--- src/rtl/dmem_ctrl_pkg.sv ---
// Shared core constants for load/store decoding in the data-memory path.
package dmem_ctrl_pkg;

  localparam logic [6:0] OP_LOAD  = 7'b0000011;
  localparam logic [6:0] OP_STORE = 7'b0100011;

  localparam logic [2:0] F3_B  = 3'b000;
  localparam logic [2:0] F3_H  = 3'b001;
  localparam logic [2:0] F3_W  = 3'b010;
  localparam logic [2:0] F3_BU = 3'b100;
  localparam logic [2:0] F3_HU = 3'b101;

  // Unsigned variants only exist for loads.
  function automatic logic f3_legal(input logic is_store, input logic [2:0] f3);
    case (f3)
      F3_B, F3_H, F3_W: return 1'b1;
      F3_BU, F3_HU:     return !is_store;
      default:          return 1'b0;
    endcase
  endfunction

endpackage

--- src/rtl/dmem_align.sv ---
// Byte-lane steering: store enables/replication, load extraction/extension, misalignment.
module dmem_align
  import dmem_ctrl_pkg::*;
(
  input  logic [2:0]  funct3,
  input  logic [1:0]  ea_lo,
  input  logic [31:0] rs2,
  input  logic [31:0] rdata,
  output logic [3:0]  be,
  output logic [31:0] wdata,
  output logic [31:0] rdata_ext,
  output logic        misalign
);

  logic [7:0]  lane_b;
  logic [15:0] lane_h;

  always_comb begin
    lane_b    = rdata[{ea_lo, 3'b000} +: 8];
    lane_h    = ea_lo[1] ? rdata[31:16] : rdata[15:0];
    be        = 4'b1111;
    wdata     = rs2;
    misalign  = 1'b0;
    rdata_ext = rdata;

    case (funct3[1:0])
      2'b00: begin
        be    = 4'b0001 << ea_lo;
        wdata = {4{rs2[7:0]}};
      end
      2'b01: begin
        be       = 4'b0011 << ea_lo;
        wdata    = {2{rs2[15:0]}};
        misalign = ea_lo[0];
      end
      default: misalign = |ea_lo;
    endcase

    case (funct3)
      F3_B:    rdata_ext = {{24{lane_b[7]}}, lane_b};
      F3_BU:   rdata_ext = {24'b0, lane_b};
      F3_H:    rdata_ext = {{16{lane_h[15]}}, lane_h};
      F3_HU:   rdata_ext = {16'b0, lane_h};
      default: rdata_ext = rdata;
    endcase
  end

endmodule

--- src/rtl/dmem_ctrl.sv ---
// Load/store controller: effective address, memory request handshake, pipeline stall.
module dmem_ctrl
  import dmem_ctrl_pkg::*;
#(
  parameter int REG_WIDTH = 32,
  parameter int PC_WIDTH  = 32
) (
  input  logic                 clk,
  input  logic                 resetn,
  input  logic [6:0]           ex_opcode,
  input  logic [2:0]           ex_funct3,
  input  logic [REG_WIDTH-1:0] ex_rs1,
  input  logic [REG_WIDTH-1:0] ex_immVal,
  input  logic [REG_WIDTH-1:0] ex_rs2,
  input  logic [REG_WIDTH-1:0] mem_rdata,
  input  logic                 mem_ready,
  output logic                 mem_req,
  output logic                 mem_we,
  output logic [3:0]           mem_be,
  output logic [PC_WIDTH-1:0]  mem_adr,
  output logic [REG_WIDTH-1:0] mem_wdata,
  output logic [REG_WIDTH-1:0] dmem_rdata,
  output logic                 dmem_stall,
  output logic                 dmem_fault
);

  typedef enum logic [1:0] {IDLE, ACCESS, DONE} state_t;

  state_t state_q, state_d;

  logic [REG_WIDTH-1:0] ea_sum;
  logic [PC_WIDTH-1:0]  ea;
  logic                 is_load, is_store, is_mem, fault_now;
  logic [2:0]           f3_q, al_f3;
  logic [1:0]           off_q, al_off;
  logic                 fault_q;
  logic [3:0]           al_be;
  logic [31:0]          al_wdata, al_rdata;
  logic                 al_misalign;

  assign ea_sum   = ex_rs1 + ex_immVal;
  assign ea       = ea_sum[PC_WIDTH-1:0];
  assign is_load  = (ex_opcode == OP_LOAD);
  assign is_store = (ex_opcode == OP_STORE);
  assign is_mem   = is_load || is_store;

  // The aligner is shared: it sees live execute fields in IDLE and the
  // latched funct3/offset afterwards, so load extension uses stable values.
  assign al_f3  = (state_q == IDLE) ? ex_funct3 : f3_q;
  assign al_off = (state_q == IDLE) ? ea[1:0]   : off_q;

  dmem_align u_align (
    .funct3    (al_f3),
    .ea_lo     (al_off),
    .rs2       (ex_rs2),
    .rdata     (mem_rdata),
    .be        (al_be),
    .wdata     (al_wdata),
    .rdata_ext (al_rdata),
    .misalign  (al_misalign)
  );

  assign fault_now = !f3_legal(is_store, ex_funct3) || al_misalign;

  always_ff @(posedge clk or negedge resetn) begin
    if (!resetn) state_q <= IDLE;
    else         state_q <= state_d;
  end

  always_comb begin
    state_d    = state_q;
    dmem_stall = 1'b0;
    dmem_fault = 1'b0;
    case (state_q)
      IDLE: begin
        if (is_mem) begin
          dmem_stall = 1'b1;
          state_d    = fault_now ? DONE : ACCESS;
        end
      end
      ACCESS: begin
        dmem_stall = 1'b1;
        if (mem_ready) state_d = DONE;
      end
      DONE: begin
        dmem_fault = fault_q;
        state_d    = IDLE;
      end
      default: state_d = IDLE;
    endcase
  end

  always_ff @(posedge clk or negedge resetn) begin
    if (!resetn) begin
      mem_req    <= 1'b0;
      mem_we     <= 1'b0;
      mem_be     <= '0;
      mem_adr    <= '0;
      mem_wdata  <= '0;
      dmem_rdata <= '0;
      f3_q       <= '0;
      off_q      <= '0;
      fault_q    <= 1'b0;
    end else begin
      case (state_q)
        IDLE: begin
          if (is_mem) begin
            if (fault_now) begin
              fault_q    <= 1'b1;
              dmem_rdata <= '0;
            end else begin
              mem_req   <= 1'b1;
              mem_we    <= is_store;
              mem_be    <= is_store ? al_be : 4'b1111;
              mem_adr   <= {ea[PC_WIDTH-1:2], 2'b00};
              mem_wdata <= is_store ? al_wdata : '0;
              f3_q      <= ex_funct3;
              off_q     <= ea[1:0];
              fault_q   <= 1'b0;
            end
          end
        end
        ACCESS: begin
          if (mem_ready) begin
            mem_req <= 1'b0;
            if (!mem_we) dmem_rdata <= al_rdata;
          end
        end
        DONE: fault_q <= 1'b0;
        default: ;
      endcase
    end
  end

endmodule

--- config.mk ---
export PLATFORM = sky130hd
export DESIGN_NAME = dmem_ctrl
export DESIGN_NICKNAME = d
export VERILOG_FILES = /design/src/rtl/dmem_ctrl_pkg.sv /design/src/rtl/dmem_align.sv /design/src/rtl/dmem_ctrl.sv
export SDC_FILE = /design/constraint.sdc
export NUM_CORES = 1
export LEC_CHECK = 0
export CORE_MARGIN = 3
export CORE_UTILIZATION = 35
export DETAILED_ROUTE_END_ITERATION = 16
export PLACE_DENSITY = 0.74
export SYNTH_ARGS = -nofsm -noshare
export SYNTH_HDL_FRONTEND = slang
export SYNTH_HIERARCHICAL = 1
export SYNTH_SLANG_ARGS = --single-unit
export TNS_END_PERCENT = 5
--- constraint.sdc ---
create_clock -name clk -period 3.85 [get_ports clk]
set_input_delay 1.155 -clock clk [delete_from_list [all_inputs] [get_ports clk]]
set_output_delay 1.155 -clock clk [all_outputs]
set_load 0.02 [all_outputs]
* After elaboration in Yosys (flattened, before gate mapping)
Cells that the tools add are included.
** Word-level totals
- Register bits :: 108
- Input port bits :: 141
- Output and inout bits :: 104
- Word-level logic and storage cells :: 79
** Operators by class
- $add $sub $neg :: 1
- Equal/unequal tests :: 17
- Shift-type cells :: 3
- Muxes and demuxes :: 29
- Bitwise gates (word level) :: 1
- Reductions and logical operators :: 18
** Operator list (count)
- 2-to-1 mux 32 bit :: 5
- one-hot mux 32 bit (2 select lines) :: 2
- one-hot mux 32 bit (4 select lines) :: 1
- adder 32 bit :: 1
- variable part select 32 x 6 -> 8 bit :: 1
- 2-to-1 mux 16 bit :: 1
- == test 3 bit (second input constant) :: 4
- != test 2 bit (second input constant) :: 5
- one-hot mux 1 bit (2 select lines) :: 5
- 2-to-1 mux 2 bit :: 4
- one-hot mux 4 bit (2 select lines) :: 1
- == test 7 x 2 -> 1 bit (second input constant) :: 1
- == test 7 x 6 -> 1 bit (second input constant) :: 1
- 2-to-1 mux 1 bit :: 7
- == test 3 x 1 -> 1 bit (second input constant) :: 2
- zero test 3 bit :: 2
- AND reduction 5 bit :: 1
- == test 2 x 1 -> 1 bit (second input constant) :: 2
- zero test 2 bit :: 2
- 2-to-1 mux 4 bit :: 1
- one-hot mux 2 bit (2 select lines) :: 1
- AND reduction 2 bit :: 2
- AND reduction 4 bit :: 1
- nonzero test 2 bit :: 2
- other kinds (11) :: 14

* Depth between registers and ports, before layout
Gate-level depths: netlist of run 1.
- Depth in word-level cells :: 8
- Gate-level depth with buffers :: 14
- Depth with buffers taken out :: 11

* Cells and area by module
Netlist of run 1, hierarchy kept.
** Modules (own cells, without submodules)
- dmem_ctrl :: instances 1, cells each 723, area an instance 6102.1 um^2, sequential area each 2702.6 um^2
- dmem_align :: instances 1, cells each 207, area an instance 1342.5 um^2, sequential area each 0.0 um^2

* Least setup slack after synthesis of run 1
OpenSTA, ideal clock, no wires.
- Path kind :: input to register
- Start :: input ex_rs1[0]
- End :: register mem_adr[25]
- Setup time :: 0.077 ns
- Arrival :: 3.942 ns
- Data required time :: 3.773 ns
- Setup slack :: -0.169 ns
- Cell stages on the path :: 13
- Buffers on the path :: 4
- Cells stage by stage :: ha_1 > fa_1 > mux2_2 > buf_6 > clkbuf_1 > nor2_1 > nor2_1 > o21bai_1 > nor4_1 > clkbuf_1 > clkbuf_1 > a21oi_1 > a21oi_1
** Between the ends
- Cells in the longest elaborated chain, start to end :: 7
** Ends and longest elaborated chain
- start: declaration :: line dmem_ctrl.sv:12 : input logic [REG_WIDTH-1:0] ex_rs1,
- adder 32 bit :: line dmem_ctrl.sv:41 : assign ea_sum = ex_rs1 + ex_immVal;
- via ea[1] :: line dmem_ctrl.sv:32 : logic [PC_WIDTH-1:0] ea;
- 2-to-1 mux 2 bit :: line dmem_ctrl.sv:50 : assign al_off = (state_q == IDLE) ? ea[1:0] : off_q;
- via al_off[1] :: line dmem_ctrl.sv:35 : logic [1:0] off_q, al_off;
- OR reduction 2 bit :: line dmem_align.sv:36 : default: misalign = |ea_lo;
- one-hot mux 1 bit (2 select lines) :: line dmem_align.sv:26 : case (funct3[1:0])
- via al_misalign :: line dmem_ctrl.sv:39 : logic al_misalign;
- logical OR 1 bit :: line dmem_ctrl.sv:63 : assign fault_now = !f3_legal(is_store, ex_funct3) || al_misalign;
- NOT 1 bit (no line)
- AND reduction 3 bit (no line)
- end signal: assignment :: line dmem_ctrl.sv:115 : mem_adr <= {ea[PC_WIDTH-1:2], 2'b00};
- end: declaration :: line dmem_ctrl.sv:20 : output logic [PC_WIDTH-1:0] mem_adr,
The timed path passes the listed nets, and every way through them passes these cells.
A chain may end at the register's enable or synchronous reset.

* Worst setup path in the final report of run 1
- Start :: input ex_rs1[0]
- End :: register mem_adr[29]
The elaborated chain is that of the path after synthesis.

==> run summary, run 1 <==
Row Count = 52
grt met2 use = 32.6%
Syn Inst Count = 930
Total GRT Usage = 20.3%
post-synth top area cell = dfrtp_1
IO Pins = 245
Min Clock Period, post-route = 3.67 ns
ys async rst share = 100%
Top cell by count, worst path = nor2_1
Yosys top cell area share = 36.3%
Initial Utilization = 36.2%
final hold slack = 0.469 ns
CP Capture Type = flip-flop
worst ir drop on vdd = 0.000192 V
Area after DPL = 10400 µm²
final setup fails = 0
synth warn = 6
total grt overflow = 0
drt via density = 5.24
Max-Cap Viols = 0
PortBufs = 242
HP Class = reg -> reg
pwr dens = 384 nW/µm²
Slew Limit Fails = 0
drt drc = 0
WL final = 23.9 mm
top_reg_cell synth = dfrtp_1
fmax = 272 MHz
Final Util = 52.3%
# placed instances = 1435
final hold violation count = 0
# clock sinks = 108
post-DP HPWL = 18.5 mm
Crit path arrival time = 3.90 ns
# H-tree levels = 3
Slowest Stage Delay on Critical Path = 0.48 ns
clk_skew = 0.0100 ns
Die X = 152 µm
Yosys reg bits = 108
CTS clk-pin slew, worst paths = 0.07 ns
Crit Path Class = in -> reg
Most Crowded Layer GR = met2
Skew-Pair Late Insertion Delay = 0.35 ns
first-pass GRT wire length = 38.9 mm
Die Footprint = 23100 µm²
vias in the first global route = 7390
Slew HR = 50.1%
synth top area cells = dfrtp_1 36%, nand2_1 10%, ha_1 5.2%
synth unique cells = 61
largest net degree at the start of global routing = 53
leakage = 4.89 nW
remaining antenna violation count = 0
# diodes = 0
CTS tree = built
clk buf depth = 2
Tcrit/Tclk final = 95.4%
CTS resizes = 1
Core Region = 20600 µm²
final instance area = 10800 µm²
RePlAce Congestion = 0.907
final std cells w/o fill = 1451
die height = 152 µm
number of synthesized flops with an enable pin = 0
Iter 0 DRT Violations = 504
RSZ-0062 raised after global routing = false
post-synthesis cell area = 7440 µm²
clock root buffer = clkbuf_16
Crit-path slowest cell = fa_1
NumNets Final = 1349
Tightest Pin Transition = 0.749 ns
synth-to-layout area growth = 44.5%
met3 Use GR = 3.50%
syn avg cell area = 8.00 µm²
initial antenna violation count = 0
ordered list of cells on the worst path = clkdlybuf4s50_1 -> ha_1 -> fa_1 -> mux2_2 -> nor2_1 -> nor2_1 -> o21bai_1 -> nor2_1 -> nand2_4 -> nand2_1 -> o311ai_0 -> or3_1
layout cells sized above 1 = 10.2%
met1 global-route usage = 27.5%
Critical Path Start Type = input port
worst path required time = 4.08 ns
critical path fanouts, max = 8
Seq/Total Area, Yosys = 36.3%
First-pass DRT Iterations = 5
Num CTS Buffers = 9
hold_buf cts = 0
status = finished clean
drt wl/cell = 16.5 µm
via count = 7608
Post-CTS Setup Inserts = 0
[power breakdown]
part           internal [mW]  total (mW)  switching, mW
Sequential              1.33        1.46          0.122
Clock                  0.546        1.00          0.457
Combinational          0.814        1.67          0.858
Total                   2.70        4.13           1.44
[worst paths after layout]
path	startpoint	slack, ns	depth (start not counted)	end
worst max-delay path	ex_rs1[0]	0.18	12	mem_adr[29]
worst min-delay path	mem_adr[5]	0.47	2	mem_adr[5]
worst max register to register	state_q[1]	0.80	10	mem_adr[29]
worst min register to register	mem_adr[5]	0.47	2	mem_adr[5]
max in group asynchronous	resetn	2.26	2	dmem_rdata[21]
min in group asynchronous	resetn	0.84	1	mem_adr[9]
[cells by family (layout without fill, tap and decap cells)]
logic type                 after synthesis  after routing  share of synthesized area (%)
AOI/OAI and AO/OA                      232            232                           20.5
xor gates and xnor gates                25             25                           2.94
adders and majority gates               32             32                           5.48
buffers and inverters                  117            367                           6.91
DFF                                    108            108                           36.3
muxes                                   34             34                           4.84
other                                    1              2                         0.0504
and+or+nand+nor                        381            381                           23.0
[cell type report]
class                      instances  area [µm²]
fill                            1949        9810
multi-input combinational        706        4270
timing repair buffer             306        2970
sequential                       108        2700
tap                              270         338
clock buffer                      12         256
inverter                          45         169
clock inverter                     4        55.1
[metrics by stage]
stage / power (mW) / setup TNS [ns] / setup slack, ns
final: 4.13 / 0 / 0.176
after global routing: 4.36 / 0 / 0.0458
after floorplan: 2.33 / -1.82 / -0.0608
after CTS: 4.17 / 0 / 0.176
after detailed placement: 3.15 / -5.45 / -0.196
after global placement: 3.14 / -2.40 / -0.148
[synthesized netlist by cell type, types with 3 or more instances]
cell type,number
o21ai_0,21
nand2b_1,3
a211oi_1,8
o211ai_1,9
mux2i_1,18
or2_2,3
buf_2,9
nand4_1,5
xnor2_1,12
nand2_1,200
or3_1,3
a21o_1,15
ha_1,31
buf_4,13
and2_1,4
a31oi_1,9
or4_1,3
mux2_2,16
dfrtp_1,108
and3_1,7
clkbuf_1,48
inv_1,43
nand3_1,77
o31ai_1,5
xor2_1,13
nor3_1,10
a221o_1,6
o21bai_1,9
a21oi_1,48
o21a_1,5
nor2_1,40
o21ai_1,60
nor4_1,4
nor2b_1,15
o211ai_2,10
o221ai_1,7
[worst max-delay path, delay by kind of cell]
family          cells  cell delay [ns]
simple gates        6             1.01
fa+ha+maj           2             0.71
compound gates      2             0.31
buf+inv             1             0.40
mux                 1             0.30
[registers in the layout, indices dropped and copies added, names as in the netlist]
signal	flops
dmem_rdata	32
mem_we	1
f3_q	3
mem_req	1
fault_q	1
state_q	2
mem_adr	30
mem_be	4
mem_wdata	32
off_q	2
[routing by layer]
layer	routed length, µm	part of all wire (%)
met5	0	0
met4	587	2.5
met3	1480	6.2
met2	11200	47
met1	10600	44
[placed cells by master (no fill, tap or decap), drive strengths merged, types with 9 or more instances in the layout]
cell type and count:
nor2 40, a21oi 48, nor2b 15, a31oi 9, mux2i 18, xor2 13, dfrtp 108, clkbuf 12
xnor2 12, nand2 200, clkdlybuf4s50 240, buf 65, nand3 78, o211ai 19, o21bai 9, o21ai 81
mux2 16, a21o 15, ha 31, nor3 10, inv 46
Note: power is estimated with default switching activity, not from simulation.
==> inputs of run 2 (changes only) <==
--- a/config.mk
+++ b/config.mk
@@ -8,6 +8,7 @@
 export CORE_MARGIN = 3
 export CORE_UTILIZATION = 35
 export DETAILED_ROUTE_END_ITERATION = 16
+export MAX_ROUTING_LAYER = met4
 export PLACE_DENSITY = 0.74
 export SYNTH_ARGS = -nofsm -noshare
 export SYNTH_HDL_FRONTEND = slang
==> run summary, run 2 (synthesis results as in run 1) <==
First-pass DRT Iterations = 5 (unchanged)
NumNets Final = 1351 (+0.15%)
filler cell count in the final layout = 1955 (+0.31%)
Die Footprint = 23100 µm² (unchanged)
Crit-path slowest cell = or4_1
vias in the first global route = 7353 (-0.50%)
most frequent cells in the layout = 240 x clkdlybuf4s50_1, 199 x nand2_1, 108 x dfrtp_1
drt via density = 5.22 (-0.45%)
Skew-Pair Late Insertion Delay = 0.36 ns (about the same)
drt wl/cell = 16.5 µm (about the same)
final hold violation count = 0 (unchanged)
initial antenna violation count = 0 (unchanged)
Slew Limit Fails = 0 (unchanged)
layout cells sized above 1 = 10.4% (+0.15 points)
Final Util = 52.5% (+0.16 points)
worst ir drop on vdd = 0.000195 V (+1.6%)
via count = 7584 (-0.32%)
Core Region = 20600 µm² (unchanged)
die height = 152 µm (unchanged)
Critical Path Start Type = input port
Row Count = 52 (unchanged)
final instance area = 10800 µm² (+0.31%)
HP Class = reg -> reg
RSZ-0062 raised after global routing = false
hold_sp = mem_adr[5]
Max-Cap Viols = 0 (unchanged)
remaining antenna violation count = 0 (unchanged)
Top cell by count, worst path = nor2_1
RePlAce Congestion = 0.910 (+0.31%)
# H-tree levels = 3 (unchanged)
Pwr Total = 4.16 mW (+0.70%)
Reg-to-Reg End = dmem_rdata[10]
first-pass GRT wire length = 38.8 mm (-0.21%)
PortBufs = 242 (unchanged)
most common cell after layout, fill and taps aside = clkdlybuf4s50_1
Tcrit/Tclk final = 95.0% (-0.46 points)
Reg2Reg Depth = 7 (-3)
pwr dens = 386 nW/µm² (+0.38%)
leakage = 4.92 nW (+0.49%)
WL final = 23.9 mm (+0.15%)
status = finished clean
critical path fanouts, max = 8 (unchanged)
total grt overflow = 0 (unchanged)
grt met2 use = 33.8% (+1.2 points)
IO Pins = 245 (unchanged)
# diodes = 0 (unchanged)
met1 global-route usage = 27.5% (about the same)
CP Capture Type = flip-flop
Die X = 152 µm (unchanged)
Tightest Pin Transition = 0.775 ns (+0.0264 ns)
Top Registers = dmem_rdata: 32 flops, mem_wdata: 32 flops, mem_adr: 30 flops
Total GRT Usage = 20.9% (+0.66 points)
drt drc = 0 (unchanged)
ordered list of cells on the worst path = clkdlybuf4s50_1 -> ha_1 -> fa_1 -> mux2_2 -> nor2_1 -> nor2_1 -> o21bai_1 -> nor2_1 -> nand2_4 -> or4_1 -> nand3_1
CTS clk-pin slew, worst paths = 0.06 ns (about the same)
clk buf depth = 2 (unchanged)
WHS Endpoint = mem_adr[5]
largest net degree at the start of global routing = 63 (+19%)
Slowest Stage Delay on Critical Path = 0.55 ns (+0.07 ns)
clk_skew = 0.0120 ns (+0.00198 ns)
setup TNS = 0 ns (unchanged)
final setup fails = 0 (unchanged)
# clock sinks = 108 (unchanged)
fmax = 273 MHz (+0.48%)
Slew HR = 48.3% (-1.8 points)
Iter 0 DRT Violations = 338 (-33%)
Worst R2R Setup Slack = 0.84 ns (+0.04 ns)
Area after DPL = 10500 µm² (+0.14%)
Initial Utilization = 36.2% (unchanged)
synth-to-layout area growth = 44.9%
R2R Path Start = state_q[1]
Min Clock Period, post-route = 3.66 ns (-0.0177 ns)
Crit path arrival time = 3.94 ns (+0.04 ns)
post-DP HPWL = 18.5 mm (+0.12%)
worst path required time = 4.13 ns (+0.05 ns)
Most Crowded Layer GR = met2
clock root buffer = clkbuf_16
Crit Path Class = in -> reg
Worst Hold Depth = 2 (unchanged)
CTS tree = built
met3 Use GR = 2.87% (-0.63 points)
Num CTS Buffers = 9 (unchanged)
## run 2: cell types whose count changed in the layout (fill, tap and decap cells not counted), sizes merged
cell	before	now
bufinv	1	2
buf	65	67
clkbuf	12	11
## run 2: how the worst max path moves through the flow
stage                       from             to  slack (ns)  cells past startpoint
floorplan              ex_rs1[0]  dmem_rdata[2]       -0.06                     13
global placement       ex_rs1[0]    mem_adr[31]       -0.14                     13
detailed placement     ex_rs1[0]    mem_adr[29]       -0.18                     12
CTS                 ex_opcode[3]     dmem_stall        0.17                      5
global route           ex_rs1[0]    mem_adr[29]        0.01                     12
finish                 ex_rs1[0]    mem_adr[31]        0.19                     11
## run 2: timing repair
action	4_1_cts	5_1_grt
setup buffers	0	0
resized for setup	1	2
setup endpoints to repair	1	2
hold buffers	0	0
## run 2: metrics by stage
stage	setup WS [ns]	hold slack [ns]	instances
2_1_floorplan	-0.0608	0.442	931
6_report	0.194	0.466	1453
5_1_grt	0.0115	0.495	1453
3_3_place_gp	-0.144	0.450	1437
3_5_place_dp	-0.180	0.455	1437
4_1_cts	0.170	0.471	1453
## run 2: final cells by class
class                      count  area [µm²]  share of cell area, %
clock buffer                  11         243                   2.25
inverter                      45         169                   1.57
tap                          270         338                   3.13
clock inverter                 5        83.8                  0.777
multi-input combinational    706        4270                   39.6
sequential                   108        2700                   25.1
timing repair buffer         308        2980                   27.7
## run 2: report_power, final
| group | internal, mW | leakage (nW) | switching (mW) |
|---|---|---|---|
| sequential | 1.34 | 1.41 | 0.123 |
| clock | 0.592 | 0.158 | 0.435 |
| combinational | 0.815 | 3.35 | 0.859 |
| total | 2.74 | 4.92 | 1.42 |
## run 2: metal layers
layer	share of wire, %	routed length, µm	vias up
met5	0	0	-
met4	2.2	517	0
met3	5.8	1380	30
met2	48	11400	258
met1	44	10600	3561
li1	-	-	3735
## run 2: worst max-delay path, delay by kind of cell
family	cells	cell delay, ns
buffers and inverters	1	0.41
adders and majority gates	2	0.71
muxes	1	0.30
and+or+nand+nor	6	1.15
AOI/OAI and AO/OA	1	0.21
